[src/rtl/muldiv_unit_if.sv]
// Request/response bundle between the EX-stage issue logic and the M-extension unit.
interface muldiv_unit_if #(
  parameter int XLEN = 32
);
  logic            flush;
  logic            valid_i;
  logic            ready_o;
  logic [2:0]      funct3;
  logic [XLEN-1:0] a_i;
  logic [XLEN-1:0] b_i;
  logic            valid_o;
  logic            ready_i;
  logic [XLEN-1:0] result_o;

  modport master (
    output flush, valid_i, funct3, a_i, b_i, ready_i,
    input  ready_o, valid_o, result_o
  );

  modport slave (
    input  flush, valid_i, funct3, a_i, b_i, ready_i,
    output ready_o, valid_o, result_o
  );
endinterface

[src/rtl/muldiv_unit.sv]
// Iterative RV M-extension unit: radix-2 shift-add multiply and restoring
// divide on operand magnitudes, with sign fix-up folded into the last step.
// Division by zero and signed overflow bypass the iteration.
module muldiv_unit #(
  parameter  int XLEN  = 32,
  localparam int CNT_W = $clog2(XLEN) + 1
) (
  input logic          clk,
  input logic          reset_n,
  muldiv_unit_if.slave io
);

  localparam logic [XLEN-1:0] MIN_INT = {1'b1, {(XLEN-1){1'b0}}};

  typedef enum logic [1:0] {IDLE, CALC, DONE} state_t;

  state_t            state_q, state_d;
  logic [2:0]        op_q, op_d;
  logic [CNT_W-1:0]  cnt_q, cnt_d;
  logic [XLEN-1:0]   opnd_q, opnd_d;   // multiplicand |a| or divisor |b|
  logic [2*XLEN-1:0] acc_q, acc_d;     // {hi, lo}: product, or {remainder, quotient}
  logic              neg_q, neg_d;     // final result must be negated
  logic [XLEN-1:0]   res_q, res_d;

  // operand decode at the issue boundary
  logic            a_sgn, b_sgn, a_neg, b_neg;
  logic [XLEN-1:0] a_mag, b_mag;
  logic            div_by0, div_ovf;

  // Which operands are interpreted as signed for the requested op.
  always_comb begin
    a_sgn = 1'b0;
    b_sgn = 1'b0;
    unique case (io.funct3)
      3'b001, 3'b100, 3'b110: begin a_sgn = 1'b1; b_sgn = 1'b1; end
      3'b010:                 a_sgn = 1'b1;
      default: ;
    endcase
  end

  assign a_neg   = a_sgn & io.a_i[XLEN-1];
  assign b_neg   = b_sgn & io.b_i[XLEN-1];
  assign a_mag   = a_neg ? -io.a_i : io.a_i;
  assign b_mag   = b_neg ? -io.b_i : io.b_i;
  assign div_by0 = io.funct3[2] && (io.b_i == '0);
  assign div_ovf = io.funct3[2] && !io.funct3[0] && (io.a_i == MIN_INT) && (&io.b_i);

  // one iteration step and the sign-corrected final result
  logic [XLEN:0]     mul_sum, div_rsh, div_diff;
  logic [2*XLEN-1:0] mul_nxt, div_nxt, step_nxt, prod_fix;
  logic [XLEN-1:0]   q_fix, r_fix, fin;

  // Radix-2 step: multiply adds then shifts right; divide shifts left and trial-subtracts.
  always_comb begin
    mul_sum  = {1'b0, acc_q[2*XLEN-1:XLEN]} + {1'b0, opnd_q};
    mul_nxt  = acc_q[0] ? {mul_sum, acc_q[XLEN-1:1]} : {1'b0, acc_q[2*XLEN-1:1]};
    div_rsh  = {acc_q[2*XLEN-1:XLEN], acc_q[XLEN-1]};
    div_diff = div_rsh - {1'b0, opnd_q};
    div_nxt  = div_diff[XLEN] ? {div_rsh[XLEN-1:0], acc_q[XLEN-2:0], 1'b0}
                              : {div_diff[XLEN-1:0], acc_q[XLEN-2:0], 1'b1};
    step_nxt = op_q[2] ? div_nxt : mul_nxt;
  end

  // Apply the latched sign and pick the architectural result half.
  always_comb begin
    prod_fix = neg_q ? -step_nxt : step_nxt;
    q_fix    = neg_q ? -step_nxt[XLEN-1:0] : step_nxt[XLEN-1:0];
    r_fix    = neg_q ? -step_nxt[2*XLEN-1:XLEN] : step_nxt[2*XLEN-1:XLEN];
    unique case (op_q)
      3'b000:                 fin = prod_fix[XLEN-1:0];
      3'b001, 3'b010, 3'b011: fin = prod_fix[2*XLEN-1:XLEN];
      3'b100, 3'b101:         fin = q_fix;
      default:                fin = r_fix;
    endcase
  end

  // Next-state and datapath load; flush wins over accept and result handshake.
  always_comb begin
    state_d = state_q;
    op_d    = op_q;
    cnt_d   = cnt_q;
    opnd_d  = opnd_q;
    acc_d   = acc_q;
    neg_d   = neg_q;
    res_d   = res_q;
    if (io.flush) begin
      state_d = IDLE;
    end else begin
      unique case (state_q)
        IDLE: if (io.valid_i) begin
          op_d  = io.funct3;
          cnt_d = CNT_W'(XLEN);
          if (io.funct3[2]) begin
            opnd_d = b_mag;
            acc_d  = {{XLEN{1'b0}}, a_mag};
            neg_d  = io.funct3[1] ? a_neg : (a_neg ^ b_neg);
          end else begin
            opnd_d = a_mag;
            acc_d  = {{XLEN{1'b0}}, b_mag};
            neg_d  = a_neg ^ b_neg;
          end
          if (div_by0) begin
            res_d   = io.funct3[1] ? io.a_i : '1;
            state_d = DONE;
          end else if (div_ovf) begin
            res_d   = io.funct3[1] ? '0 : MIN_INT;
            state_d = DONE;
          end else begin
            state_d = CALC;
          end
        end
        CALC: begin
          acc_d = step_nxt;
          cnt_d = cnt_q - CNT_W'(1);
          if (cnt_q == CNT_W'(1)) begin
            res_d   = fin;
            state_d = DONE;
          end
        end
        DONE: if (io.ready_i) state_d = IDLE;
        default: state_d = IDLE;
      endcase
    end
  end

  // State and datapath registers.
  always_ff @(posedge clk or negedge reset_n) begin
    if (!reset_n) begin
      state_q <= IDLE;
      op_q    <= '0;
      cnt_q   <= '0;
      opnd_q  <= '0;
      acc_q   <= '0;
      neg_q   <= 1'b0;
      res_q   <= '0;
    end else begin
      state_q <= state_d;
      op_q    <= op_d;
      cnt_q   <= cnt_d;
      opnd_q  <= opnd_d;
      acc_q   <= acc_d;
      neg_q   <= neg_d;
      res_q   <= res_d;
    end
  end

  assign io.ready_o  = (state_q == IDLE);
  assign io.valid_o  = (state_q == DONE);
  assign io.result_o = res_q;

endmodule

[src/flat_wrapper.sv]
// flat-port wrapper written by rule: the top's interface ports become plain ports
module muldiv_unit_flat 
#(
  parameter  int XLEN  = 32,
  localparam int CNT_W = $clog2(XLEN) + 1
)
  (clk, reset_n, io_flush, io_valid_i, io_funct3, io_a_i, io_b_i, io_ready_i, io_ready_o, io_valid_o, io_result_o);
  muldiv_unit_if #(.XLEN(XLEN)) io_i ();
  input logic clk;
  input logic reset_n;
  input wire logic [$bits(io_i.flush)-1:0] io_flush;
  input wire logic [$bits(io_i.valid_i)-1:0] io_valid_i;
  input wire logic [$bits(io_i.funct3)-1:0] io_funct3;
  input wire logic [$bits(io_i.a_i)-1:0] io_a_i;
  input wire logic [$bits(io_i.b_i)-1:0] io_b_i;
  input wire logic [$bits(io_i.ready_i)-1:0] io_ready_i;
  output wire logic [$bits(io_i.ready_o)-1:0] io_ready_o;
  output wire logic [$bits(io_i.valid_o)-1:0] io_valid_o;
  output wire logic [$bits(io_i.result_o)-1:0] io_result_o;
  assign io_i.flush = io_flush;
  assign io_i.valid_i = io_valid_i;
  assign io_i.funct3 = io_funct3;
  assign io_i.a_i = io_a_i;
  assign io_i.b_i = io_b_i;
  assign io_i.ready_i = io_ready_i;
  assign io_ready_o = io_i.ready_o;
  assign io_valid_o = io_i.valid_o;
  assign io_result_o = io_i.result_o;
  muldiv_unit #(.XLEN(XLEN)) u_core (.clk(clk), .reset_n(reset_n), .io(io_i));
endmodule
[config.mk]
export PLATFORM = sky130hd
export DESIGN_NAME = muldiv_unit_flat
export DESIGN_NICKNAME = d
export VERILOG_FILES = /design/src/rtl/muldiv_unit_if.sv /design/src/rtl/muldiv_unit.sv /design/src/flat_wrapper.sv
export SDC_FILE = /design/constraint.sdc
export NUM_CORES = 1
export LEC_CHECK = 0
export CAP_MARGIN = 20
export CORE_ASPECT_RATIO = 0.7
export CORE_MARGIN = 5
export CORE_UTILIZATION = 63
export CTS_BUF_LIST = sky130_fd_sc_hd__clkbuf_8
export DETAILED_ROUTE_END_ITERATION = 6
export PLACE_DENSITY = 0.91
export SYNTH_ARGS = -nofsm -noshare
export SYNTH_HDL_FRONTEND = slang
export SYNTH_SLANG_ARGS = --single-unit
export TNS_END_PERCENT = 10
[constraint.sdc]
create_clock -name clk -period 6.14 [get_ports clk]
set_input_delay 0.921 -clock clk [delete_from_list [all_inputs] [get_ports clk]]
set_output_delay 0.921 -clock clk [all_outputs]
set_load 0.05 [all_outputs]
Word-level counts from Yosys, hierarchy flattened
Cells that the tools add are included.

Register bits: 140. Bits in latches: 0. Bits in writable memories: 0. Memory bits (read-only): 0. Input port bits: 72. Output and inout bits: 34. Logic and storage cells: 89. Memories: 0.

$add $sub $neg: 8. $mul: 0. Divide/modulo/power cells: 0. $lt $le $gt $ge: 0. Equal/unequal tests: 19. Shifts and indexed selects: 0. Multiplexer cells: 33. Bitwise gates (word level): 4. Reductions and logical operators: 18.

Operators with widths (number): $mux 32 (12); $mux 64 (5); $neg 32->32 (4); $pmux 64 s2 (1); $pmux 32 s3 (1); $neg 64->64 (1); $pmux 32 s2 (1); $add 32x32->33 (1); $sub 33x32->33 (1); $eq 32x32->1 const B (1); $logic_not 32->1 (1); $reduce_and 32->1 (1); $eq 3x3->1 const B (4); $mux 2 (6); $pmux 6 s2 (1); $eq 3x2->1 const B (3); $reduce_and 3->1 (3); $eq 3x1->1 const B (2); $eq 6x1->1 const B (1); $mux 6 (1); $ne 3x3->1 const B (2); $pmux 2 s3 (1); $reduce_or 3->1 (2); $sub 6x1->6 const B (1); other kinds (18) (25).

Depth between registers and ports, before layout
Depth in word-level cells: 9. Mapped depth: 24. Mapped depth without buffers: 22.

Worst setup path before layout
No wires, ideal clock.

Kind: register to register. Start: reg u_core.acc_q[31]. End: reg u_core.res_q[24], in the netlist u_core.io.result_o[24]. Library setup time: 0.076 ns. Data arrival time: 5.021 ns. Required time: 6.064 ns. Path slack: 1.043 ns. Cell stages (with the launch flop): 24. Path buffers: 3. Period minus slack after synthesis: 5.097 ns. Cells stage by stage: dfrtp_1 > inv_1 > ha_1 > inv_1 > fa_1 > a211oi_2 > o211a_2 > nor4_2 > o311a_1 > or3_1 > buf_2 > buf_6 > a311oi_1 > a311o_1 > ha_1 > o31ai_2 > and4b_2 > nand3_4 > or3_1 > buf_2 > or3_1 > mux2i_1 > a221o_1 > o21ai_1.

Word-level cells in the longest chain between the ends: 8. Elaborated cells between the ends (all ways): 13. Classes of those cells: add/sub: 4; mux: 9.

Ends and longest elaborated chain: from (decl) (RTL line muldiv_unit.sv:21) `logic [2*XLEN-1:0] acc_q, acc_d;`; from (signal assigned) (RTL line muldiv_unit.sv:133) `acc_q <= '0;`; from (signal assigned) (RTL line muldiv_unit.sv:141) `acc_q <= acc_d;`; $sub 33x32->33 (RTL line muldiv_unit.sv:58) `div_diff = div_rsh - {1'b0, opnd_q};`; $mux 64 (RTL line muldiv_unit.sv:59) `div_nxt = div_diff[XLEN] ? {div_rsh[XLEN-1:0], acc_q[XLEN-2:0], 1'b0}`; $mux 64 (*) (RTL line muldiv_unit.sv:61) `step_nxt = op_q[2] ? div_nxt : mul_nxt;`; $neg 64->64, or another cell as far along (RTL line muldiv_unit.sv:66) `prod_fix = neg_q ? -step_nxt : step_nxt;`; $mux 64, or another cell as far along (RTL line muldiv_unit.sv:66); $pmux 32 s3 (*) (RTL line muldiv_unit.sv:69) `unique case (op_q)`; $mux 32 (*) (RTL line muldiv_unit.sv:115) `if (cnt_q == CNT_W'(1)) begin`; $pmux 32 s2 (*) (RTL line muldiv_unit.sv:89) `unique case (state_q)`; to (signal assigned) (RTL line muldiv_unit.sv:143) `res_q <= res_d;`; to (decl) (RTL line muldiv_unit.sv:23) `logic [XLEN-1:0] res_q, res_d;`.

Mark *: on every way between the ends. The rest lies on a longest branch, timed or not. The select of a mux whose other input is x is not followed. A chain may end at the register's enable or synchronous reset.

Worst setup path in the final report
Start: reg u_core.acc_q[54]. End: reg u_core.res_q[24], in the netlist u_core.io.result_o[24].

Word-level cells in the longest chain between the ends: 8. Elaborated cells between the ends (all ways): 14. Classes of those cells: add/sub: 5; mux: 9.

Ends and longest elaborated chain (RTL line): $sub 33x32->33 / $add 32x32->33 (equally long branches) (muldiv_unit.sv:58, muldiv_unit.sv:55); $mux 64 (on tied branches) (muldiv_unit.sv:59, muldiv_unit.sv:56); $mux 64 (*) (muldiv_unit.sv:61); $neg 64->64, or another cell as far along (muldiv_unit.sv:66); $mux 64, or another cell as far along (muldiv_unit.sv:66); $pmux 32 s3 (*) (muldiv_unit.sv:69); $mux 32 (*) (muldiv_unit.sv:115); $pmux 32 s2 (*) (muldiv_unit.sv:89).

Marked as above.

==> out/qor.csv <==
stage;metric;value;unit
global_route;grt_max_degree;88;
timing;slew_viol_final;0;
timing;worstMarginPinSlew;1.108;ns
run;cap_violations;0;
finish;n_antenna_cell;0;
timing;setup_viol;0;
timing;rsz0062_at_grt;no;
route;vias;18720;
worst_setup_path;crit_path_end_kind;register;
global_route;track_usage;0.4459;
power_and_ir_drop;power_density;529.6;nW/um^2
status;violations;DRC;
worst_setup_path;worstPathArrival;6.21;ns
cts;cts_sinks;140;
route;wire_per_inst;25.63;um
timing;holdWs;0.4587;ns
timing;finalCritPeriodShare;0.9436;
floorplan;core.rowCount;48;
global_route;grt_pass1_wl;100.5;mm
placement;place_congestion;1.119;
floorplan;initial_core_util;0.6443;
yosys;yosys-top-cells-area;dfrtp_1, o21ai_0, nand2_1;
global_route;antenna_found_initial;0;
cts;cts-resized-gates;0;
floorplan;die-area;28770;um^2
worst_hold_path;hp-class;in2async;
finish;layout.nets;2397;
route;drt_iter0_drc;2974;
worst_setup_path;required;6.55;ns
route;drtAntennaViolNets;0;
timing;period_minus_slack;5.794;ns
power_and_ir_drop;vdd_drop_max;363.6;uV
placement;dp.final_hpwl;51.25;mm
route;totalWireLength;66.39;mm
yosys;ys_warn_count;0;
cts;clk_pin_slew;0.10;ns
worst_setup_path;cp_cell_sequence;ha_1, nand2_1, o21ai_1, a211oi_1, o21bai_1, nand2_1, a311oi_1, a311o_1, ha_1, o31ai_2, and4b_2, nand3_4, or3_1, or3_1, mux2i_1, a221o_1, o21ai_1;
timing;hold_viol_final;0;
cts;post_cts_buffers;0;
yosys;synthCells;2230;
yosys;synth_edf_count;0;
yosys;synth_top_area_cell;dfrtp_1;
timing;finClkSkew;0.02349;ns
floorplan;ios;106;
yosys;ys_seq_elements;140;
finish;area_growth;10.33;%
worst_setup_path;path_delay_family;compound AO/OA/AOI/OAI gates;
timing;final.setup.tns;0;ns
yosys;synth_fp_nets;2375;
yosys;synth_area_per_cell;7.183;um^2
cts;ctsLongestPathBuffers;2;
power_and_ir_drop;p_leak;7.160;nW
worst_setup_path;cp_max_fo;16;
worst_setup_path;startpoint_type;register;
cts;clk_latency;0.50;ns
placement;post_dp_cell_area;17220;um^2
cts;cts_buffers;17;
yosys;yosysSeqAreaShare;0.2187;
route;route.detailed.drc;17;
yosys;synthDistinctLibCells;91;
timing;fmax;172.6;MHz
worst_setup_path;crit_path_max_incr_delay;0.62;ns
global_route;first_global_vias;16960;
worst_setup_path;crit_type;reg2reg;
worst_setup_path;crit_path_top_delay_cell;o21bai_1;
floorplan;die_w;200.6;um
worst_setup_path;critPathBufInv;0;
yosys;async_flop_share;1.000;
cts;cts-hold-fix-buffers;0;
floorplan;core_area;24860;um^2
yosys;synthTopCellsByCount;nand2_1, o21ai_0, a21oi_1;
global_route;grt_overflow;0;
cts;clock-root-buffer;clkbuf_8;
timing;relSlewSlack;0.2533;
yosys;synth.top_cell.area_share;0.2187;
yosys;syn_area;16020;um^2
finish;final_cell_area;17670;um^2
cts;cts_max_level;4;
placement;port_buffers;105;
status;status;finished, violations left;
route;first_pass_iters;7;
cts;cts_tree;yes;
route;via_per_inst;7.229;
yosys;synth_ff_type;dfrtp_1;
floorplan;die_h;143.4;um
yosys;synth.most_common_cell;nand2_1;
finish;drive_gt1_frac;0.05166;
[final cells by class]
type                    count  area (um^2)
multi-input cells        1878        11710
inverters                  73        274.0
fillers                  2060         7191
well taps                 325        406.6
clock buffers              17        234.0
clock inverters            15        212.7
flip-flops and latches    140         3508
repair buffers            142         1328
[kinds of logic (layout without fill, tap and decap cells)]
| logic type | after synthesis | in the layout | share of synthesized area |
|---|---|---|---|
| compound gates | 812 | 812 | 0.3185 |
| simple gates | 764 | 764 | 0.2232 |
| buf+inv | 212 | 247 | 0.05186 |
| xor+xnor | 178 | 178 | 0.09732 |
| flops | 140 | 140 | 0.2187 |
| fa+ha+maj | 73 | 73 | 0.05796 |
| mux | 51 | 51 | 0.03241 |
[through the flow]
step / cells / total power [mW] / util / setup slack [ns]
2_1_floorplan: 2230 / 6.150 / - / 1.043
3_3_place_gp: 2557 / 7.966 / 0.6925 / 0.5257
3_5_place_dp: 2557 / 8.085 / 0.6925 / 0.3715
4_1_cts: 2589 / 9.010 / 0.7105 / 0.5371
5_1_grt: 2590 / 9.808 / 0.7108 / 0.01663
6_report: 2590 / 9.360 / 0.7108 / 0.3464
[cell usage in the layout (no fill, tap or decap), drive strengths merged, types with 18 or more instances in the layout]
master / instances
o21ai: 283
nand2: 276
a21oi: 198
nor2: 190
dfrtp: 140
clkdlybuf4s50: 103
xnor2: 93
xor2: 85
inv: 75
ha: 71
nor3: 68
mux2i: 44
o31ai: 44
nand3: 42
buf: 39
nand4: 38
a31oi: 37
a21o: 34
a211oi: 29
o211ai: 26
nand2b: 24
or3: 21
and2: 19
nor2b: 18
[worst paths after layout]
check,from,end,slack [ns],cells after the start
worst min-delay path,reset_n,u_core.opnd_q[26],0.46,1
min in group clk,u_core.io.result_o[17],u_core.io.result_o[17],0.51,2
max in group asynchronous,reset_n,u_core.acc_q[11],4.27,2
worst max-delay path,u_core.acc_q[54],u_core.io.result_o[24],0.35,17
worst min register to register,u_core.io.result_o[17],u_core.io.result_o[17],0.51,2
worst max register to register,u_core.acc_q[54],u_core.io.result_o[24],0.35,17
[state kept, by name, summed over array words and instances (netlist names)]
signal and cells:
u_core.io.result_o 32, u_core.opnd_q 32, u_core.state_q 2, u_core.cnt_q 6, u_core.acc_q 64, u_core.neg_q 1, u_core.op_q 3
[report_power, final]
group / internal [mW] / switching, mW / leakage, nW / total (mW)
registers: 1.24 / 0.459 / 1.79 / 1.70
clock network: 0.450 / 0.457 / 0.214 / 0.907
logic: 2.32 / 4.43 / 5.15 / 6.75
[per-layer routing]
layer / GRT usage / vias up / wire length [um]
met5: 0.02435 / - / 96
met4: 0.1820 / 2 / 3311
met3: 0.1836 / 252 / 11670
met2: 0.6112 / 1596 / 25460
met1: 0.6197 / 8687 / 25850
li1: - / 8186 / -
Power figures use the tool's default switching activity.
